[src/rtl/readback_pkg.sv]
// Shared types for the BRAM readback streamer: FSM state encoding, checksum width
// and the checksum step used when READBACK_CHECKSUM_EN is defined.
package readback_pkg;

  typedef enum logic [1:0] {
    IDLE  = 2'd0,
    RUN   = 2'd1,
    DRAIN = 2'd2,
    DONE  = 2'd3
  } rb_state_t;

  localparam int unsigned CHK_W = 32;

  // Rotate-left-by-one then fold in the next word
  function automatic logic [CHK_W-1:0] chk_step(input logic [CHK_W-1:0] chk,
                                                input logic [CHK_W-1:0] data32);
    return {chk[CHK_W-2:0], chk[CHK_W-1]} ^ data32;
  endfunction

endpackage

[src/rtl/rb_skid_fifo.sv]
// Two-entry valid/ready buffer for readback words. The head entry drives the stream
// outputs straight from flops; occupancy is exported so the issuer can hold credit.
module rb_skid_fifo #(
  parameter int unsigned ENTRY_W = 48
) (
  input  logic               clk,
  input  logic               reset,
  input  logic               flush,
  input  logic               push,
  input  logic [ENTRY_W-1:0] push_data,
  output logic               out_valid,
  input  logic               out_ready,
  output logic [ENTRY_W-1:0] out_data,
  output logic [1:0]         occupancy
);

  logic [ENTRY_W-1:0] slot1;
  logic               pop;

  assign out_valid = (occupancy != 2'd0);
  assign pop       = out_valid & out_ready;

  // Head/second-slot storage; the issuer guarantees no push into a full, non-popping buffer
  always_ff @(posedge clk or negedge reset) begin
    if (!reset) begin
      occupancy <= 2'd0;
      out_data  <= '0;
      slot1     <= '0;
    end else if (flush) begin
      occupancy <= 2'd0;
    end else begin
      case ({push, pop})
        2'b10: begin
          if (occupancy == 2'd0) out_data <= push_data;
          else                   slot1    <= push_data;
          occupancy <= occupancy + 2'd1;
        end
        2'b01: begin
          out_data  <= slot1;
          occupancy <= occupancy - 2'd1;
        end
        2'b11: begin
          if (occupancy == 2'd1) begin
            out_data <= push_data;
          end else begin
            out_data <= slot1;
            slot1    <= push_data;
          end
        end
        default: ;
      endcase
    end
  end

endmodule

[src/rtl/bram_readback_streamer.sv]
// Sweeps a 1-cycle-latency BRAM read port over addresses 0..DEPTH_MEM-1 and streams the
// words out on valid/ready with address and last flag.
// Optional: define READBACK_CHECKSUM_EN to add a rolling 32-bit checksum output.
module bram_readback_streamer
  import readback_pkg::*;
#(
  parameter int unsigned WID_MEM   = 36,
  parameter int unsigned DEPTH_MEM = 2048,
  parameter int unsigned ADDR_W    = 11
) (
  input  logic               clk,
  input  logic               reset,
  input  logic               start,
  input  logic               abort,
  output logic [ADDR_W-1:0]  mem_raddr,
  input  logic [WID_MEM-1:0] mem_dout,
  output logic               m_valid,
  input  logic               m_ready,
  output logic [WID_MEM-1:0] m_data,
  output logic [ADDR_W-1:0]  m_addr,
  output logic               m_last,
  output logic               busy,
  output logic               done
`ifdef READBACK_CHECKSUM_EN
  ,
  output logic [CHK_W-1:0]   checksum
`endif
);

  typedef struct packed {
    logic [WID_MEM-1:0] data;
    logic [ADDR_W-1:0]  addr;
    logic               last;
  } rb_entry_t;

  localparam int unsigned      ENTRY_W   = $bits(rb_entry_t);
  localparam logic [ADDR_W-1:0] LAST_ADDR = ADDR_W'(DEPTH_MEM - 1);

  rb_state_t           state;
  logic                infl_vld;
  logic [ADDR_W-1:0]   infl_addr;
  logic                infl_last;
  logic [1:0]          occupancy;
  logic [2:0]          credit_used;
  logic                pop;
  logic                issue;
  logic [ENTRY_W-1:0]  fifo_out;
  rb_entry_t           push_entry;
  rb_entry_t           head;

  assign pop = m_valid & m_ready;

  // Credit counts the slot freed by a pop this cycle so a full-rate stream never bubbles
  assign credit_used = 3'(occupancy) - 3'(pop) + 3'(infl_vld);
  assign issue       = (state == RUN) && !abort && (credit_used < 3'd2);

  assign push_entry = '{data: mem_dout, addr: infl_addr, last: infl_last};
  assign head       = rb_entry_t'(fifo_out);
  assign m_data     = head.data;
  assign m_addr     = head.addr;
  assign m_last     = head.last;

  rb_skid_fifo #(
    .ENTRY_W (ENTRY_W)
  ) u_buf (
    .clk       (clk),
    .reset     (reset),
    .flush     (abort),
    .push      (infl_vld),
    .push_data (push_entry),
    .out_valid (m_valid),
    .out_ready (m_ready),
    .out_data  (fifo_out),
    .occupancy (occupancy)
  );

  // Sweep FSM with read issue, in-flight tracking and registered busy/done
  always_ff @(posedge clk or negedge reset) begin
    if (!reset) begin
      state     <= IDLE;
      mem_raddr <= '0;
      infl_vld  <= 1'b0;
      infl_addr <= '0;
      infl_last <= 1'b0;
      busy      <= 1'b0;
      done      <= 1'b0;
    end else if (abort) begin
      state     <= IDLE;
      mem_raddr <= '0;
      infl_vld  <= 1'b0;
      busy      <= 1'b0;
      done      <= 1'b0;
    end else begin
      infl_vld <= issue;
      done     <= 1'b0;
      if (issue) begin
        infl_addr <= mem_raddr;
        infl_last <= (mem_raddr == LAST_ADDR);
      end
      case (state)
        IDLE: begin
          if (start) begin
            state     <= RUN;
            mem_raddr <= '0;
            busy      <= 1'b1;
          end
        end
        RUN: begin
          if (issue) begin
            if (mem_raddr == LAST_ADDR) state     <= DRAIN;
            else                        mem_raddr <= mem_raddr + ADDR_W'(1);
          end
        end
        DRAIN: begin
          if (pop && m_last) begin
            state <= DONE;
            busy  <= 1'b0;
            done  <= 1'b1;
          end
        end
        DONE:    state <= IDLE;
        default: state <= IDLE;
      endcase
    end
  end

`ifdef READBACK_CHECKSUM_EN
  // Rolling checksum over every accepted word, restarted by an accepted start
  always_ff @(posedge clk or negedge reset) begin
    if (!reset) begin
      checksum <= '0;
    end else if ((state == IDLE) && start && !abort) begin
      checksum <= '0;
    end else if (pop) begin
      checksum <= chk_step(checksum, CHK_W'(m_data));
    end
  end
`endif

endmodule

[config.mk]
export PLATFORM = sky130hd
export DESIGN_NAME = bram_readback_streamer
export DESIGN_NICKNAME = d
export VERILOG_FILES = /design/src/rtl/readback_pkg.sv /design/src/rtl/rb_skid_fifo.sv /design/src/rtl/bram_readback_streamer.sv
export SDC_FILE = /design/constraint.sdc
export NUM_CORES = 1
export LEC_CHECK = 0
export ABC_AREA = 1
export ABC_CLOCK_PERIOD_IN_PS = 3900
export CAP_MARGIN = 20
export CORE_MARGIN = 2
export CORE_UTILIZATION = 35
export CTS_CLUSTER_DIAMETER = 200
export DETAILED_ROUTE_END_ITERATION = 10
export HOLD_SLACK_MARGIN = 0.03
export SKIP_LAST_GASP = 1
export SLEW_MARGIN = 5
export SYNTH_ARGS = -nofsm -noshare
export SYNTH_HDL_FRONTEND = slang
export SYNTH_SLANG_ARGS = --single-unit
export TNS_END_PERCENT = 100
[constraint.sdc]
create_clock -name clk -period 3.9 [get_ports clk]
set_clock_uncertainty 0.05 [all_clocks]
set_input_delay 0.585 -clock clk [delete_from_list [all_inputs] [get_ports clk]]
set_output_delay 0.585 -clock clk [all_outputs]
set_load 0.01 [all_outputs]
-- Yosys cells after proc, flatten, opt, wreduce, memory -nomap -nowiden
Index checks and enable logic that the tools add are counted.
- order comparisons: 1
- add/subtract/negate cells: 5
- eq/ne operators: 16
- mux-type cells: 27
- reductions and logical operators: 18
- bitwise operators: 2
- operator list (operator ; count):
    $mux 48 ; 4
    $pmux 48 s3 ; 1
    $pmux 48 s2 ; 1
    $mux 11 ; 4
    $pmux 11 s2 ; 1
    $mux 2 ; 6
    $ne 3x3->1 const B ; 4
    $reduce_and 4->1 ; 3
    $reduce_bool 3->1 ; 4
    $add 11x1->11 const B ; 1
    $eq 11x11->1 const B ; 1
    $eq 2x2->1 const B ; 4
    $pmux 2 s4 ; 1
    $mux 1 ; 7
    $eq 2x1->1 const B ; 3
    $reduce_and 3->1 ; 2
    $logic_not 2->1 ; 2
    $ne 2x2->1 const B ; 2
    $pmux 2 s2 ; 1
    $reduce_bool 2->1 ; 2
    $add 3x1->3 ; 1
    $logic_and 1x1->1 ; 3
    $lt 3x2->1 const B ; 1
    $ne 3x2->1 const B ; 1
    other kinds (9) ; 9
- bits of input ports: 41
- output and inout bits: 62
- word-level logic and storage cells: 79
- flip-flop bits (word level): 126

-- Logic depth before layout (Yosys ltp)
Gate-level depths: netlist (run 1).
- word-level depth: 9
- gate-level depth with buffers: 15
- gate-level depth less buffers: 15

-- Cells and area by module
From an unflattened synthesis (run 1), not the netlist that was laid out.
- cell total of the unflattened synthesis: 861
- area total of the unflattened synthesis: 6408.6 um^2
- by module, submodules not included (module ; cells an instance ; sequential area each (um^2) ; times used ; area an instance (um^2)):
    rb_skid_fifo ; 651 ; 2452.4 ; 1 ; 4792.1
    bram_readback_streamer ; 210 ; 700.7 ; 1 ; 1616.6

-- Worst setup path before layout (run 1)
OpenSTA, ideal clock, no wires.
- kind: flip-flop to flip-flop
- start point: register u_buf.occupancy[1]
- end point: register mem_raddr[7]
- cell stages (with the launch flop): 15
- path slack: 1.166 ns
- arrival time: 2.558 ns
- data required time: 3.724 ns
- clock period less this slack: 2.734 ns
- library setup time: 0.126 ns
- path buffers: 1
- cell sequence: dfrtp_1 -> inv_1 -> ha_1 -> nor2_2 -> inv_1 -> nor2_1 -> o21ai_0 -> fa_1 -> a21boi_0 -> nand2_1 -> nand2_1 -> nand2_1 -> nor2_2 -> buf_4 -> o21ai_0
- cells in the longest elaborated chain, start to end: 8
- RTL lines (item ; RTL line ; RTL):
    start: declaration ; rb_skid_fifo.sv:14 ; output logic [1:0] occupancy
    start signal: assignment ; rb_skid_fifo.sv:36 ; occupancy <= occupancy + 2'd1;
    start signal: assignment ; rb_skid_fifo.sv:40 ; occupancy <= occupancy - 2'd1;
    $reduce_bool 2->1 ; rb_skid_fifo.sv:20 ; assign out_valid = (occupancy != 2'd0);
    $and 1x1->1 ; bram_readback_streamer.sv:51 ; assign pop = m_valid & m_ready;
    $sub 2x1->3 * ; bram_readback_streamer.sv:54 ; assign credit_used = 3'(occupancy) - 3'(pop) + 3'(infl_vld);
    $add 3x1->3 * ; bram_readback_streamer.sv:54 ;
    $lt 3x2->1 * ; bram_readback_streamer.sv:55 ; assign issue = (state == RUN) && !abort && (credit_used < 3'd2);
    $logic_and 1x1->1 * ; bram_readback_streamer.sv:55 ;
    $ne 3x3->1 (no source line) * ; n/a ;
    $reduce_and 4->1 (no source line) * ; n/a ;
    end signal: assignment ; bram_readback_streamer.sv:111 ; else mem_raddr <= mem_raddr + ADDR_W'(1);
    end: declaration ; bram_readback_streamer.sv:15 ; output logic [ADDR_W-1:0] mem_raddr,
Every way passes the cells marked *; elsewhere a longest branch is shown, timed or not.
A chain may end at the register's enable or synchronous reset.

-- Worst setup path in the final report (run 1)
- start point: register u_buf.occupancy[1]
- end point: register mem_raddr[8]
Same word-level chain as after synthesis.

==> impl_metrics.toml, run 1 <==
[status]
status = "finished clean"

[grt]
antenna_found_initial = 0
grt_pass1_wl_mm = 21.6
grt_max_degree = 104
grt-ovfl-total = 0
grt.total_usage_pct = 16.2
grt_pass1_vias = 4475

[placement]
port-buffer-count = 102
gp_routability_congestion = 0.816
placed_area_sq_mm = 0.00685
dp_hpwl_mm = 8.73
place_ws_ps = 364

[critical_path]
crit_path_start_kind = "flip-flop"
critPathBufInv = 3
cp_cell_sequence = "inv_1 > ha_1 > nor2_4 > inv_1 > nor2_1 > o21ai_0 > fa_1 > a21boi_0 > nand2_1 > nand2_1 > nand2_1 > nor2_2 > inv_1 > nand2_1 > nand2_1"
cp.required_ps = 4150
cp-end-kind = "flip-flop"
worstSetupPathType = "reg -> reg"
rrSetupSlack_ps = 720
crit_fanout = 14
arrival_ps = 3430
crit_path_frequent_cell = "nand2_1"
critPathTopFamily = "simple AND/OR/NAND/NOR gates"
cp_slowest_stage_delay_ps = 500
cpMaxStageDelayCell = "fa_1"

[synth]
ys_types = 26
syn-num-nets = 647
synth_seq_cells = 126
synth_area_per_cell_sq_um = 9.40
syn_area_sq_mm = 0.00563
synthTopCellsByCount = "dfrtp_1, nand2_1, nor2_1"
synth_edf_count = 0
yosysMostFrequentCell = "dfrtp_1"
yosysTopAreaCellShare_pct = 56.0
ys_async_sr_fraction_pct = 100
ys_seq_area_share_pct = 56.0
ys_warn_count = 0
syn_inst = 599
synth_flop_cell = "dfrtp_1"
synth.top_cells.by_area = "dfrtp_1, nand2_1, mux2_2, nand3_1, a31oi_1"
yosysTopAreaCell = "dfrtp_1"

[floorplanning]
dieArea_sq_mm = 0.0171
start_util_pct = 35.6
chipWidth_microns = 131
io_pins = 103
core-area_sq_mm = 0.0158
die_y_microns = 131
num_rows = 46

[power_and_ir_drop]
ir_drop_v = 0.000326
leakage_nw = 3.23
total_power_mw = 5.95
p_per_area_mw_per_mm2 = 790

[detailed_routing]
wl_per_cell_microns = 14.2
via_per_inst = 4.87
drc = 0
routed_wl_mm = 13.1
first_pass_iters = 4
vias = 4491
drtIter0Drc = 228
drtAntennaViolNets = 0

[cts]
path_clk_slew_ps = 60
cts_tree = "yes"
clk_latency_ps = 410
cts-htree-levels = 4
clockBufferDepth = 2
cts_buffers = 17
postCtsSetupBuffers = 0
clock_sinks = 126
cts_root_buf = "clkbuf_16"

[timing]
finalSetupViolations = 0
max_freq_ghz = 0.315
tns_ps = 0
worst-slew-pin-transition_ps = 994
rsz0062_at_grt = "false"
maxSlewViolCount = 0
period_needed_ps = 3180
hold_violations = 0
setup_ws_ps = 721
relSlewSlack_pct = 33.5
period_share_pct = 81.5

[finish]
diodes = 0
final_area_sq_mm = 0.00753
syn_to_final_growth_pct = 33.8
final_nets = 742
drive_above_1_share_pct = 12.0

[job]
cap_violations = 0

[worst_hold_path]
worstHoldPathType = "reg -> reg"
layer usage:
metal	wire [microns]	vias to the layer above	GRT usage [%]
met5	0	-	0
met4	97	0	6.13
met3	650	6	3.95
met2	6340	107	26.8
met1	6060	2171	20.5
li1	-	2207	-
cells by family after synthesis:
family          Yosys count  share of synthesized area (%)
mux                      37                           7.40
fa+ha+maj                 7                           1.69
xor+xnor                  3                          0.467
compound gates           90                           9.34
buf+inv                  71                           5.58
simple gates            265                           19.5
flops                   126                           56.0
cell type report:
cell class | count | area (sq um)
Sequential cell | 126 | 3150
Clock buffer | 18 | 439
Clock inverter | 14 | 239
Tap cell | 216 | 270
Inverter | 37 | 139
Multi-Input combinational cell | 402 | 2190
Timing Repair Buffer | 110 | 1110
Fill cell | 1487 | 8290
worst register-to-register path, cell delays in order, from the launching register on:
cell,delay [ps]
dfrtp_1,390
inv_1,120
ha_1,260
nor2_4,130
inv_1,90
nor2_1,170
o21ai_0,130
fa_1,500
a21boi_0,170
nand2_1,140
nand2_1,80
nand2_1,100
nor2_2,410
inv_1,190
nand2_1,100
nand2_1,50
cell usage in the layout, fill, tap and decap left out, drive strengths merged:
cell type | Yosys | layout
bufinv | 0 | 6
clkdlybuf4s50 | 0 | 101
fa | 1 | 1
a21oi | 3 | 3
nand3 | 62 | 62
nor3 | 2 | 2
mux2 | 37 | 37
o21ai | 36 | 36
nor3b | 1 | 1
nand2 | 121 | 121
clkinv | 0 | 4
a21boi | 1 | 1
inv | 37 | 38
or2 | 1 | 1
nand4 | 2 | 2
dfrtp | 126 | 126
ha | 6 | 6
o22ai | 2 | 2
xor2 | 3 | 3
buf | 22 | 8
clkinvlp | 0 | 3
nor2 | 76 | 76
a31oi | 48 | 48
dlygate4sd3 | 0 | 1
clkbuf | 12 | 18
where the power goes:
group	switching [mW]	internal [mW]	total [mW]
logic	0.993	0.984	1.98
registers	0.311	1.86	2.18
clock network	0.583	1.22	1.80
path summary, 6_finish.rpt:
| path | to | from | cells after the start |
|---|---|---|---|
| min in group asynchronous | u_buf.out_data[35]$_DFFE_PN0P_ | reset | 2 |
| min reg2reg | u_buf.slot1[11]$_DFFE_PN0P_ | u_buf.slot1[11]$_DFFE_PN0P_ | 2 |
| max | mem_raddr[8]$_DFFE_PN0P_ | u_buf.occupancy[1]$_DFFE_PN0P_ | 15 |
| min | u_buf.slot1[11]$_DFFE_PN0P_ | u_buf.slot1[11]$_DFFE_PN0P_ | 2 |
| max reg2reg | mem_raddr[8]$_DFFE_PN0P_ | u_buf.occupancy[1]$_DFFE_PN0P_ | 15 |
| max in group asynchronous | u_buf.slot1[11]$_DFFE_PN0P_ | reset | 3 |
state kept, by name, summed over array words and instances (netlist names):
| signal | flops |
|---|---|
| busy | 1 |
| done | 1 |
| infl_addr | 11 |
| infl_last | 1 |
| infl_vld | 1 |
| mem_raddr | 11 |
| state | 2 |
| u_buf.occupancy | 2 |
| u_buf.out_data | 48 |
| u_buf.slot1 | 48 |
stage by stage:
| stage | cells | hold WS (ps) | utilization, % |
|---|---|---|---|
| after global placement | 890 | 416 | 43.2 |
| after floorplan | 599 | 239 | - |
| after CTS | 923 | 444 | 47.6 |
| after global routing | 923 | 458 | 47.6 |
| after detailed placement | 890 | 429 | 43.2 |
| final | 923 | 438 | 47.6 |
what timing repair did:
action / CTS / global route
gates resized for setup: 0 / 0
endpoints found under the hold margin: 23 / 0
hold buffers: 1 / 0
(Power assumes the default switching activity.)
==> run 2, diff against run 1 <==
ABC_CLOCK_PERIOD_IN_PS = 3000   (was 3900)
clock period = 3 ns   (was 3.9 ns; I/O delays follow)
==> impl_metrics.toml, run 2 (synthesis gave the netlist of run 1 again) <==
[timing]
hold_violations = 0
whs_ps = 47.1
maxSlewViolCount = 0
period_share_pct = 91.1
relSlewSlack_pct = 40.3
finalSetupViolations = 0
period_needed_ps = 2730
worst-slew-pin-transition_ps = 892
tns_ps = 0
max_freq_ghz = 0.366
rsz0062_at_grt = "false"

[cts]
cts_buffers = 17
clock_sinks = 126
cts_root_buf = "clkbuf_16"
clk_latency_ps = 410
cts_tree = "yes"
hold_buffers = 0
cts_resized = 0
clockBufferDepth = 2
postCtsSetupBuffers = 0
cts-htree-levels = 4
path_clk_slew_ps = 50

[power_and_ir_drop]
p_per_area_mw_per_mm2 = 980
ir_drop_v = 0.000439
total_power_mw = 7.33
leakage_nw = 3.22
clockPowerShare_pct = 25.3
netSwitchingFraction_pct = 32.8
p_switching_mw = 2.40
p_int_mw = 4.93
seqPwrFrac_pct = 38.6
combPwrFrac_pct = 36.1

[detailed_routing]
via_per_inst = 4.82
wl_per_cell_microns = 14.1
routed_wl_mm = 13.1
drc = 0
vias = 4470
drtIter0Drc = 288
first_pass_iters = 4
drtAntennaViolNets = 0

[critical_path]
arrival_ps = 3000
worstSetupPathType = "reg -> reg"
cp_cell_sequence = "inv_1 > ha_1 > nor2_4 > inv_1 > nor2_2 > o21ai_0 > fa_1 > a21boi_0 > nand2_1 > nand2_1 > nand2_1 > nor2_2 > buf_4 > nand2_1 > o21ai_0"
rrSetupSlack_ps = 270
crit_path_frequent_cell = "nand2_1"
cpMaxStageDelayCell = "fa_1"
cp.required_ps = 3270
cp_slowest_stage_delay_ps = 490
crit_path_start_kind = "flip-flop"
cp-end-kind = "flip-flop"
crit_fanout = 13

[grt]
grt_pass1_wl_mm = 21.7
grt-ovfl-total = 0
antenna_found_initial = 0
grt_pass1_vias = 4495
grt_max_degree = 127
grt.total_usage_pct = 16.1

[floorplanning]
num_rows = 46
dieArea_sq_mm = 0.0171
io_pins = 103
start_util_pct = 35.6
core-area_sq_mm = 0.0158
die_y_microns = 131
chipWidth_microns = 131

[job]
cap_violations = 0

[placement]
port-buffer-count = 102
gp_routability_congestion = 0.834
dp_hpwl_mm = 8.58

[finish]
top_regs = "u_buf.out_data: 48 flops, u_buf.slot1: 48 flops"
diodes = 0
final_common_cell = "dfrtp_1"
drive_above_1_share_pct = 12.4
syn_to_final_growth_pct = 32.7
final_cell_mix = "dfrtp_1, nand2_1, clkdlybuf4s50_1, nor2_1, nand3_1"
final_nets = 747

[worst_hold_path]
worstHoldPathType = "in -> async"

[status]
status = "finished clean"
run 2: cell types whose count changed in the layout (fill, tap and decap cells not counted), sizes merged:
cell         previous run  this run
clkbuf                 18        26
buf                     8        14
bufinv                  6         0
clkinvlp                3         1
clkinv                  4         5
dlygate4sd3             1         0
inv                    38        37
run 2: critical path, delay by kind of cell (launching register included):
kind	cells	cell delay, ps
fa+ha+maj	2	760
simple gates	7	710
flops	1	390
compound gates	3	350
buf+inv	3	350
run 2: routing by layer:
layer	track usage (%)	share of wire, %
met1	21.4	47
met2	26.3	48
met3	3.54	3.6
met4	5.63	1.4
met5	0	0
run 2: layout make-up:
class,count,area [sq um]
inverter,37,139
tap,216,270
timing repair buffer,115,1180
fill,1502,8360
multi-input combinational,402,2190
clock inverter,6,32.5
clock buffer,26,509
sequential,126,3150
run 2: final timing paths:
path	from	end	cells past startpoint
setup / recovery	u_buf.occupancy[0]$_DFFE_PN0P_	mem_raddr[3]$_DFFE_PN0P_	15
hold / removal	reset	u_buf.slot1[31]$_DFFE_PN0P_	2
setup reg to reg	u_buf.occupancy[0]$_DFFE_PN0P_	mem_raddr[3]$_DFFE_PN0P_	15
hold reg to reg	u_buf.slot1[4]$_DFFE_PN0P_	u_buf.slot1[4]$_DFFE_PN0P_	2
max in group asynchronous	reset	u_buf.out_data[42]$_DFFE_PN0P_	2
min in group clk	u_buf.slot1[4]$_DFFE_PN0P_	u_buf.slot1[4]$_DFFE_PN0P_	2
run 2: metrics by stage:
step	instances	utilization [%]	area (sq um)	worst slack [ps]
2_1_floorplan	599	-	5630	266
3_3_place_gp	896	43.8	6930	97.7
3_5_place_dp	896	43.8	6930	0.810
4_1_cts	928	47.2	7470	205
5_1_grt	928	47.2	7470	7.68
6_report	928	47.2	7470	268
run 2: power groups by stage:
| stage | clock network, mW | logic (mW) | registers (mW) |
|---|---|---|---|
| floorplan | 0 | 1.35 | 2.93 |
| global placement | 0 | 2.61 | 2.82 |
| detailed placement | 0 | 2.68 | 2.86 |
| CTS | 1.89 | 2.69 | 2.83 |
| global route | 1.98 | 2.96 | 2.92 |
| finish | 1.85 | 2.65 | 2.83 |
